[src/rtl/mips_bus_arbiter.sv]
// Two-master, one-slave arbiter for the CPU memory bus; the grant is held for exactly one transfer.
// Latency: the slave strobe appears 1 cycle after a request, and a zero-wait transfer takes 2 cycles.
// Backpressure: the owner sees s_waitrequest, and the non-owner is held with waitrequest = 1.
module mips_bus_arbiter #(
    parameter int FIXED_PRIORITY = 0
) (
    input  logic        clk,
    input  logic        reset,

    input  logic [31:0] m0_address,
    input  logic        m0_read,
    input  logic        m0_write,
    input  logic [31:0] m0_writedata,
    input  logic [3:0]  m0_byteenable,
    output logic        m0_waitrequest,
    output logic [31:0] m0_readdata,

    input  logic [31:0] m1_address,
    input  logic        m1_read,
    input  logic        m1_write,
    input  logic [31:0] m1_writedata,
    input  logic [3:0]  m1_byteenable,
    output logic        m1_waitrequest,
    output logic [31:0] m1_readdata,

    output logic [31:0] s_address,
    output logic        s_read,
    output logic        s_write,
    output logic [31:0] s_writedata,
    output logic [3:0]  s_byteenable,
    input  logic        s_waitrequest,
    input  logic [31:0] s_readdata,

    output logic        busy,
    output logic        owner
);

    typedef enum logic {
        ST_IDLE = 1'b0,
        ST_BUSY = 1'b1
    } state_t;

    state_t      state_q, state_d;
    logic        owner_q, owner_d;
    logic        last_owner_q, last_owner_d;

    logic        req0, req1;
    logic        winner;
    logic        own_req;
    logic        own_read, own_write;
    logic [31:0] own_address, own_writedata;
    logic [3:0]  own_byteenable;

    // Owner's view of the bus; a simultaneous read+write is treated as a write.
    always_comb begin
        req0 = m0_read | m0_write;
        req1 = m1_read | m1_write;

        if (owner_q) begin
            own_read       = m1_read & ~m1_write;
            own_write      = m1_write;
            own_address    = m1_address;
            own_writedata  = m1_writedata;
            own_byteenable = m1_byteenable;
            own_req        = req1;
        end else begin
            own_read       = m0_read & ~m0_write;
            own_write      = m0_write;
            own_address    = m0_address;
            own_writedata  = m0_writedata;
            own_byteenable = m0_byteenable;
            own_req        = req0;
        end
    end

    always_comb begin
        winner = 1'b0;
        if (req0 && req1) begin
            if (FIXED_PRIORITY != 0) begin
                winner = 1'b0;
            end else begin
                winner = ~last_owner_q;
            end
        end else if (req1) begin
            winner = 1'b1;
        end
    end

    always_comb begin
        state_d      = state_q;
        owner_d      = owner_q;
        last_owner_d = last_owner_q;

        case (state_q)
            ST_IDLE: begin
                if (req0 || req1) begin
                    state_d = ST_BUSY;
                    owner_d = winner;
                end
            end
            ST_BUSY: begin
                // A request dropped mid-transfer is abandoned without counting as a turn.
                if (!own_req) begin
                    state_d = ST_IDLE;
                end else if (!s_waitrequest) begin
                    state_d      = ST_IDLE;
                    last_owner_d = owner_q;
                end
            end
            default: begin
                state_d = ST_IDLE;
            end
        endcase
    end

    always_comb begin
        s_address      = 32'h0;
        s_read         = 1'b0;
        s_write        = 1'b0;
        s_writedata    = 32'h0;
        s_byteenable   = 4'h0;
        m0_waitrequest = 1'b1;
        m1_waitrequest = 1'b1;

        if (state_q == ST_BUSY) begin
            s_address    = own_address;
            s_read       = own_read;
            s_write      = own_write;
            s_writedata  = own_writedata;
            s_byteenable = own_byteenable;
            if (owner_q) begin
                m1_waitrequest = s_waitrequest;
            end else begin
                m0_waitrequest = s_waitrequest;
            end
        end
    end

    assign m0_readdata = s_readdata;
    assign m1_readdata = s_readdata;
    assign busy        = (state_q == ST_BUSY);
    assign owner       = owner_q;

    always_ff @(posedge clk) begin
        if (reset) begin
            state_q      <= ST_IDLE;
            owner_q      <= 1'b0;
            last_owner_q <= 1'b1;
        end else begin
            state_q      <= state_d;
            owner_q      <= owner_d;
            last_owner_q <= last_owner_d;
        end
    end

endmodule

[config.mk]
export PLATFORM = sky130hd
export DESIGN_NAME = mips_bus_arbiter
export DESIGN_NICKNAME = d
export VERILOG_FILES = /design/src/rtl/mips_bus_arbiter.sv
export SDC_FILE = /design/constraint.sdc
export NUM_CORES = 1
export LEC_CHECK = 0
export CORE_AREA = 4 4 118 120
export CTS_CLUSTER_SIZE = 12
export DETAILED_ROUTE_END_ITERATION = 10
export DIE_AREA = 0 0 122 124
export SETUP_SLACK_MARGIN = 0.2
export SLEW_MARGIN = 20
export SYNTH_ARGS = -nofsm -noshare
export SYNTH_HDL_FRONTEND = slang
export SYNTH_SLANG_ARGS = --single-unit
[constraint.sdc]
create_clock -name clk -period 1.4 [get_ports clk]
set_clock_uncertainty 0.2 [all_clocks]
set_input_delay 0.21 -clock clk [delete_from_list [all_inputs] [get_ports clk]]
set_output_delay 0.21 -clock clk [all_outputs]
set_load 0.005 [all_outputs]
## Yosys cells after proc, flatten, opt, wreduce, memory -nomap -nowiden

Index checks and enable logic that the tools add are counted.

| storage, ports and cells | value |
|---|---|
| bits in registers | 3 |
| output and inout bits | 138 |
| word-level logic and storage cells | 37 |

| operators by class | value |
|---|---|
| muxes and demuxes | 21 |
| bitwise operators | 9 |
| reduce and logical (&&, ||, !) cells | 4 |

Operator list:

| kind | number |
|---|---|
| two-way mux 32 bit | 4 |
| two-way mux 1 bit | 14 |
| two-way mux 4 bit | 2 |
| inverter 1 bit | 5 |
| AND reduction 3 bit | 1 |
| bitwise AND 1 bit | 2 |
| OR 1 bit | 2 |
| one-hot mux 1 bit (2 select lines) | 1 |
| AND reduction 2 bit | 1 |
| logical AND 1 bit | 1 |
| logical OR 1 bit | 1 |

## Logic depth before layout (Yosys ltp)

Gate-level depths: netlist of run 1.

| logic depth | value |
|---|---|
| depth in word-level cells | 4 |
| gate-level depth with buffers | 5 |

## Worst setup path after synthesis of run 1

Ideal clock, no wire load.

| timing path | value |
|---|---|
| path type | reg-to-output |
| start | register owner_q, in the netlist owner |
| end | output s_read |
| arrival | 1.099 ns |
| data required time | 0.990 ns |
| setup slack | -0.109 ns |
| cell stages (with the launch flop) | 5 |
| path buffers | 2 |
| path through | dfxtp_1 buf_2 buf_6 or3b_1 a21boi_1 |

| between the ends | value |
|---|---|
| word-level cells in the longest chain between the ends | 2 |

Ends and longest elaborated chain:

| what | RTL line | text |
|---|---|---|
| start, declared | 44 | `logic owner_q, owner_d;` |
| start signal, assigned | 151 | `owner_q <= owner_d;` |
| two-way mux 1 bit | 59 | `if (owner_q) begin` |
| two-way mux 1 bit | 125 | `if (state_q == ST_BUSY) begin` |
| end, declared | 27 | `output logic s_read,` |

Every way passes these cells.

## Worst setup path after layout of run 1

| timing path | value |
|---|---|
| start | register owner_q, in the netlist owner |
| end | output s_address[2] |

| between the ends | value |
|---|---|
| word-level cells in the longest chain between the ends | 2 |

Ends and longest elaborated chain:

| what | RTL line | text |
|---|---|---|
| two-way mux 32 bit | 59 |  |
| two-way mux 32 bit | 125 |  |
| end, declared | 26 | `output logic [31:0] s_address,` |

Every way passes these cells.

==> results of run 1 <==
-- final cells by class --
| class | count | share of cell area (%) |
|---|---|---|
| clock buffers | 4 | 1.774 |
| multi-input cells | 159 | 29.31 |
| flip-flops and latches | 3 | 1.520 |
| well taps | 176 | 4.955 |
| repair buffers | 280 | 62.44 |
-- kinds of logic (layout without fill, tap and decap cells) --
family	Yosys count	in the layout
simple gates	81	81
buf+inv	81	284
mux	69	69
compound gates	9	9
flops	3	3
-- critical path, stage by stage (launching register included) --
cell	delay [ps]
dfxtp_4	370
buf_12	160
buf_12	110
buf_16	110
mux2i_2	190
nor2b_1	60
buf_2	130
-- per-layer routing --
layer,wire length [um],vias up
li1,-,1155
met1,3131,1032
met2,5122,155
met3,1017,14
met4,144,0
met5,0,-
-- Yosys cell counts (2+ instances only) --
cell type	count
nor2b_1	70
mux2i_1	69
buf_4	66
clkbuf_1	8
buf_2	6
dfxtp_1	3
a21oi_1	2
nand2b_1	2
nand3b_1	2
nor2_1	2
o21ai_0	2
or3b_1	2
-- state kept, by name, indices dropped and copies added, names as in the netlist --
| register | flops |
|---|---|
| owner | 1 |
| last_owner_q | 1 |
| busy | 1 |
-- report_power, final --
part           internal, mW  switching (mW)  total, mW
logic                  1.03           0.456       1.48
registers            0.0930          0.0144      0.107
clock network         0.376          0.0815      0.458
-- timing repair --
item                                    CTS  global route
pin swaps                                 5             2
endpoints found under the setup margin   77            77
cloned                                    8             1
setup buffers                            34             3
gates resized for setup                 330            20
-- stage by stage --
step / cells / TNS (ps) / utilization, % / setup WS (ps) / hold slack [ps]
after floorplan: 243 / -227.1 / - / -48.20 / 71.65
after global placement: 572 / -29190 / 30.05 / -679.4 / 220.1
after detailed placement: 572 / -30820 / 30.05 / -669.5 / 220.1
after CTS: 618 / -22720 / 33.72 / -378.6 / 220.1
after global routing: 622 / -26800 / 34.24 / -432.3 / 220.0
final: 622 / -21810 / 34.24 / -372.5 / 220.0
-- path summary, 6_finish.rpt --
| check | start | endpoint |
|---|---|---|
| min reg2reg | last_owner_q | last_owner_q |
| min | s_readdata[15] | m1_readdata[15] |
| max | owner | s_address[2] |
| max reg2reg | owner | busy |
==> impl_metrics.yaml, run 1 <==
status:
  status: "finished, violations left"
  violations: "negative setup slack"
clock_network:
  cts_buffers: 3
  clock_sinks: 3
  cts.clk_slew.worst_paths_ps: 30
  cts_root_buf: "clkbuf_16"
  cts_buffer_depth: 2
  holdBufCountCts: 0
  cts_tree: "yes"
  htreeDepth: 1
  insertion_delay_ps: 220
sta:
  min_period_ps: 1772
  period_share_pct: 126.6
  rsz0062_at_grt: "true"
  worst_slack_ps: -372.5
  slew_viol_final: 0
  hold_viol: 0
  maxSlewHeadroom_pct: 82.15
  fmax_mhz: 564.2
  tightest_slew_ps: 266.5
  setup_violations: 76
cells_and_area:
  seq_area_sq_um: 67.56
  mostFrequentLayoutCell: "clkdlybuf4s50_1"
  areaGrowthSynthToFinish_pct: 136.5
  fillers: 1359
  final_area_sq_um: 4444
  nNetsFinal: 622
  drive_gt1_share_pct: 34.53
  diodes: 0
  multiInputGateArea_sq_um: 1303
  final_cell_mix: "clkdlybuf4s50_1, nor2b_1, mux2i_1"
synthesis:
  async_flop_share_pct: 0
  synth_area_sq_um: 1879
  synth-simple-area-share_pct: 26.90
  syn_nets: 418
  yosys_warnings: 0
  ys.flop_type: "dfxtp_1"
  yosysTopAreaCell: "mux2i_1"
  syn_inst: 243
  synth_edf_count: 0
  synth_top_family_by_area: "multiplexers"
  synth.area.mux_share_pct: 36.75
  synth_adder_area_share_pct: 0
  synth_seq_cells: 3
  synthXorXnorAreaFrac_pct: 0
  netlist.area_leader.share_pct: 36.75
  ys_seq_area_share_pct: 3.196
  yosys-top-cells-area: "mux2i_1, buf_4, nor2b_1"
  syn_area_per_cell_sq_um: 7.734
  synth_compound_area_share_pct: 2.996
  synth_cell_types: 21
route:
  drc: 0
  drt_wl_total_mm: 9.415
  vias: 2356
  routed_via_density: 3.788
  first_iter_violations: 15
  wl_per_cell_um: 15.14
  antenna_left: 0
  dr.pass1.iters: 3
min_path:
  hp-class: "primary input to output port"
  hold_depth: 0
global_routing:
  grt_pass1_vias: 2515
  gr-usage-met3_pct: 3.315
  antenna_found_initial: 0
  busiest_layer: "met2"
  overflow: 0
  grt.total_usage_pct: 11.13
  use_met2_pct: 22.51
  grt_pass1_wl_mm: 13.17
  grt_max_degree: 22
  grt_use_met1_pct: 10.65
placement:
  gp_congestion: 0.7613
  placed_area_sq_um: 3900
  port_buffers: 216
  dp_hpwl_mm: 7.139
power:
  finalPower_mw: 2.050
  peakVddDrop_mv: 0.2727
  power_density_nw_per_um2: 461.2
  power.leakage_nw: 1.854
floorplanning:
  core-area_sq_um: 12980
  die_w_um: 122
  ios: 313
  initial_core_util_pct: 14.48
  die_h_um: 124
  num_rows: 42
  die-area_sq_um: 15130
setup_path:
  r2r_slack_ps: -260
  r2r_cells: 6
  start_kind: "register"
  cp_max_fo: 6
  critPathArrivalTime_ps: 1360
  required_ps: 990
  endpoint_kind: "output port"
  crit_type: "register to output port"
run:
  maxCapViolCount: 0
(Power assumes the default switching activity.)
==> run 2: changes to the inputs <==
--- a/config.mk
+++ b/config.mk
@@ -9,7 +9,6 @@
 export CTS_CLUSTER_SIZE = 12
 export DETAILED_ROUTE_END_ITERATION = 10
 export DIE_AREA = 0 0 122 124
-export SETUP_SLACK_MARGIN = 0.2
 export SLEW_MARGIN = 20
 export SYNTH_ARGS = -nofsm -noshare
 export SYNTH_HDL_FRONTEND = slang
==> impl_metrics.yaml, run 2 (synthesis gave the netlist of run 1 again) <==
clock_network:
  cts_root_buf: "clkbuf_16"
  insertion_delay_ps: 220
  clock_sinks: 3
  cts_tree: "yes"
  cts_buffer_depth: 2
  htreeDepth: 1
  cts.clk_slew.worst_paths_ps: 30
  cts_buffers: 3
setup_path:
  start_kind: "register"
  endpoint_kind: "output port"
  crit_type: "register to output port"
  cp_max_fo: 7
  required_ps: 990
  critPathArrivalTime_ps: 1400
  r2r_slack_ps: -140
route:
  drc: 0
  dr.pass1.iters: 4
  vias: 2322
  wl_per_cell_um: 15.01
  antenna_left: 0
  routed_via_density: 3.813
  first_iter_violations: 21
  drt_wl_total_mm: 9.144
power:
  power.leakage_nw: 1.747
  switching_power_mw: 0.5336
  clockPowerShare_pct: 23.7
  p_sw_share_pct: 27.75
  peakVddDrop_mv: 0.3125
  p_int_mw: 1.389
  pwr-share-comb_pct: 70.9
  power_density_nw_per_um2: 456.3
  finalPower_mw: 1.923
  p_seq_share_pct: 5.5
cells_and_area:
  areaGrowthSynthToFinish_pct: 124.2
  final_area_sq_um: 4214
  drive_gt1_share_pct: 33.80
  nNetsFinal: 608
  final_cell_mix: "clkdlybuf4s50_1, nor2b_1, buf_2"
  mostFrequentLayoutCell: "clkdlybuf4s50_1"
global_routing:
  antenna_found_initial: 0
  grt.total_usage_pct: 11.01
  grt_pass1_vias: 2517
  overflow: 0
  grt_max_degree: 26
  grt_pass1_wl_mm: 12.94
run:
  maxCapViolCount: 0
status:
  status: "finished, violations left"
  violations: "negative setup slack"
floorplanning:
  num_rows: 42
  die_h_um: 124
  core-area_sq_um: 12980
  initial_core_util_pct: 14.48
  die-area_sq_um: 15130
  die_w_um: 122
  ios: 313
sta:
  fmax_mhz: 553.3
  maxSlewHeadroom_pct: 84.93
  tightest_slew_ps: 223.6
  hold_viol: 0
  period_share_pct: 129.1
  rsz0062_at_grt: "true"
  slew_viol_final: 0
  holdWs_ps: 220.0
  setup_violations: 74
  worst_slack_ps: -407.3
  min_period_ps: 1807
  setup_tns_ps: -21530
min_path:
  hp-class: "primary input to output port"
placement:
  port_buffers: 216
  dp_hpwl_mm: 6.958
  gp_congestion: 0.7124
  placed_area_sq_um: 3865
-- run 2: metrics by stage --
step | std cells | setup slack (ps) | util (%)
final | 609 | -407.3 | 32.47
after global routing | 608 | -451.2 | 32.45
after CTS | 606 | -419.5 | 32.00
after detailed placement | 571 | -666.7 | 29.78
after global placement | 571 | -693.2 | 29.78
after floorplan | 243 | -48.20 | -
-- run 2: timing repair --
action                     CTS  global route
hold buffers                 0             0
resized for setup          322            46
buffers inserted            27             6
pin swaps                    4             3
setup endpoints to repair   76            76
cloned                       5             0
-- run 2: metal layers --
| metal | global-route usage, % | wire length [um] |
|---|---|---|
| met1 | 9.891 | 2979 |
| met2 | 23.20 | 5108 |
| met3 | 2.816 | 944 |
| met4 | 3.992 | 111 |
| met5 | 0 | 0 |
-- run 2: critical path: stages (launching register included) --
cell and delay [ps]:
dfxtp_4 390, buf_6 130, buf_12 130, buf_8 110
mux2i_2 230, nor2b_1 70, buf_2 130
-- run 2: area by class of cell --
class | instances | area (sq um)
Fill cell | 1364 | 8766
Timing Repair Buffer | 266 | 2501
Multi-Input combinational cell | 159 | 1344
Tap cell | 176 | 220.2
Clock buffer | 4 | 78.83
Sequential cell | 3 | 67.56
Antenna cell | 1 | 2.502
-- run 2: power groups by stage --
| stage | sequential [mW] | combinational [mW] | clock, mW |
|---|---|---|---|
| 4_1_cts | 0.107 | 1.35 | 0.461 |
| 2_1_floorplan | 0.0996 | 0.567 | 0 |
| 5_1_grt | 0.107 | 1.47 | 0.465 |
| 3_5_place_dp | 0.118 | 1.24 | 0 |
| 3_3_place_gp | 0.119 | 1.23 | 0 |
| 6_report | 0.105 | 1.36 | 0.455 |
-- run 2: final timing paths --
kind,from,endpoint,cells past startpoint
setup / recovery,owner,s_writedata[15],6
hold / removal,s_readdata[6],m1_readdata[6],0
setup reg to reg,owner,busy,5
hold reg to reg,last_owner_q,last_owner_q,2
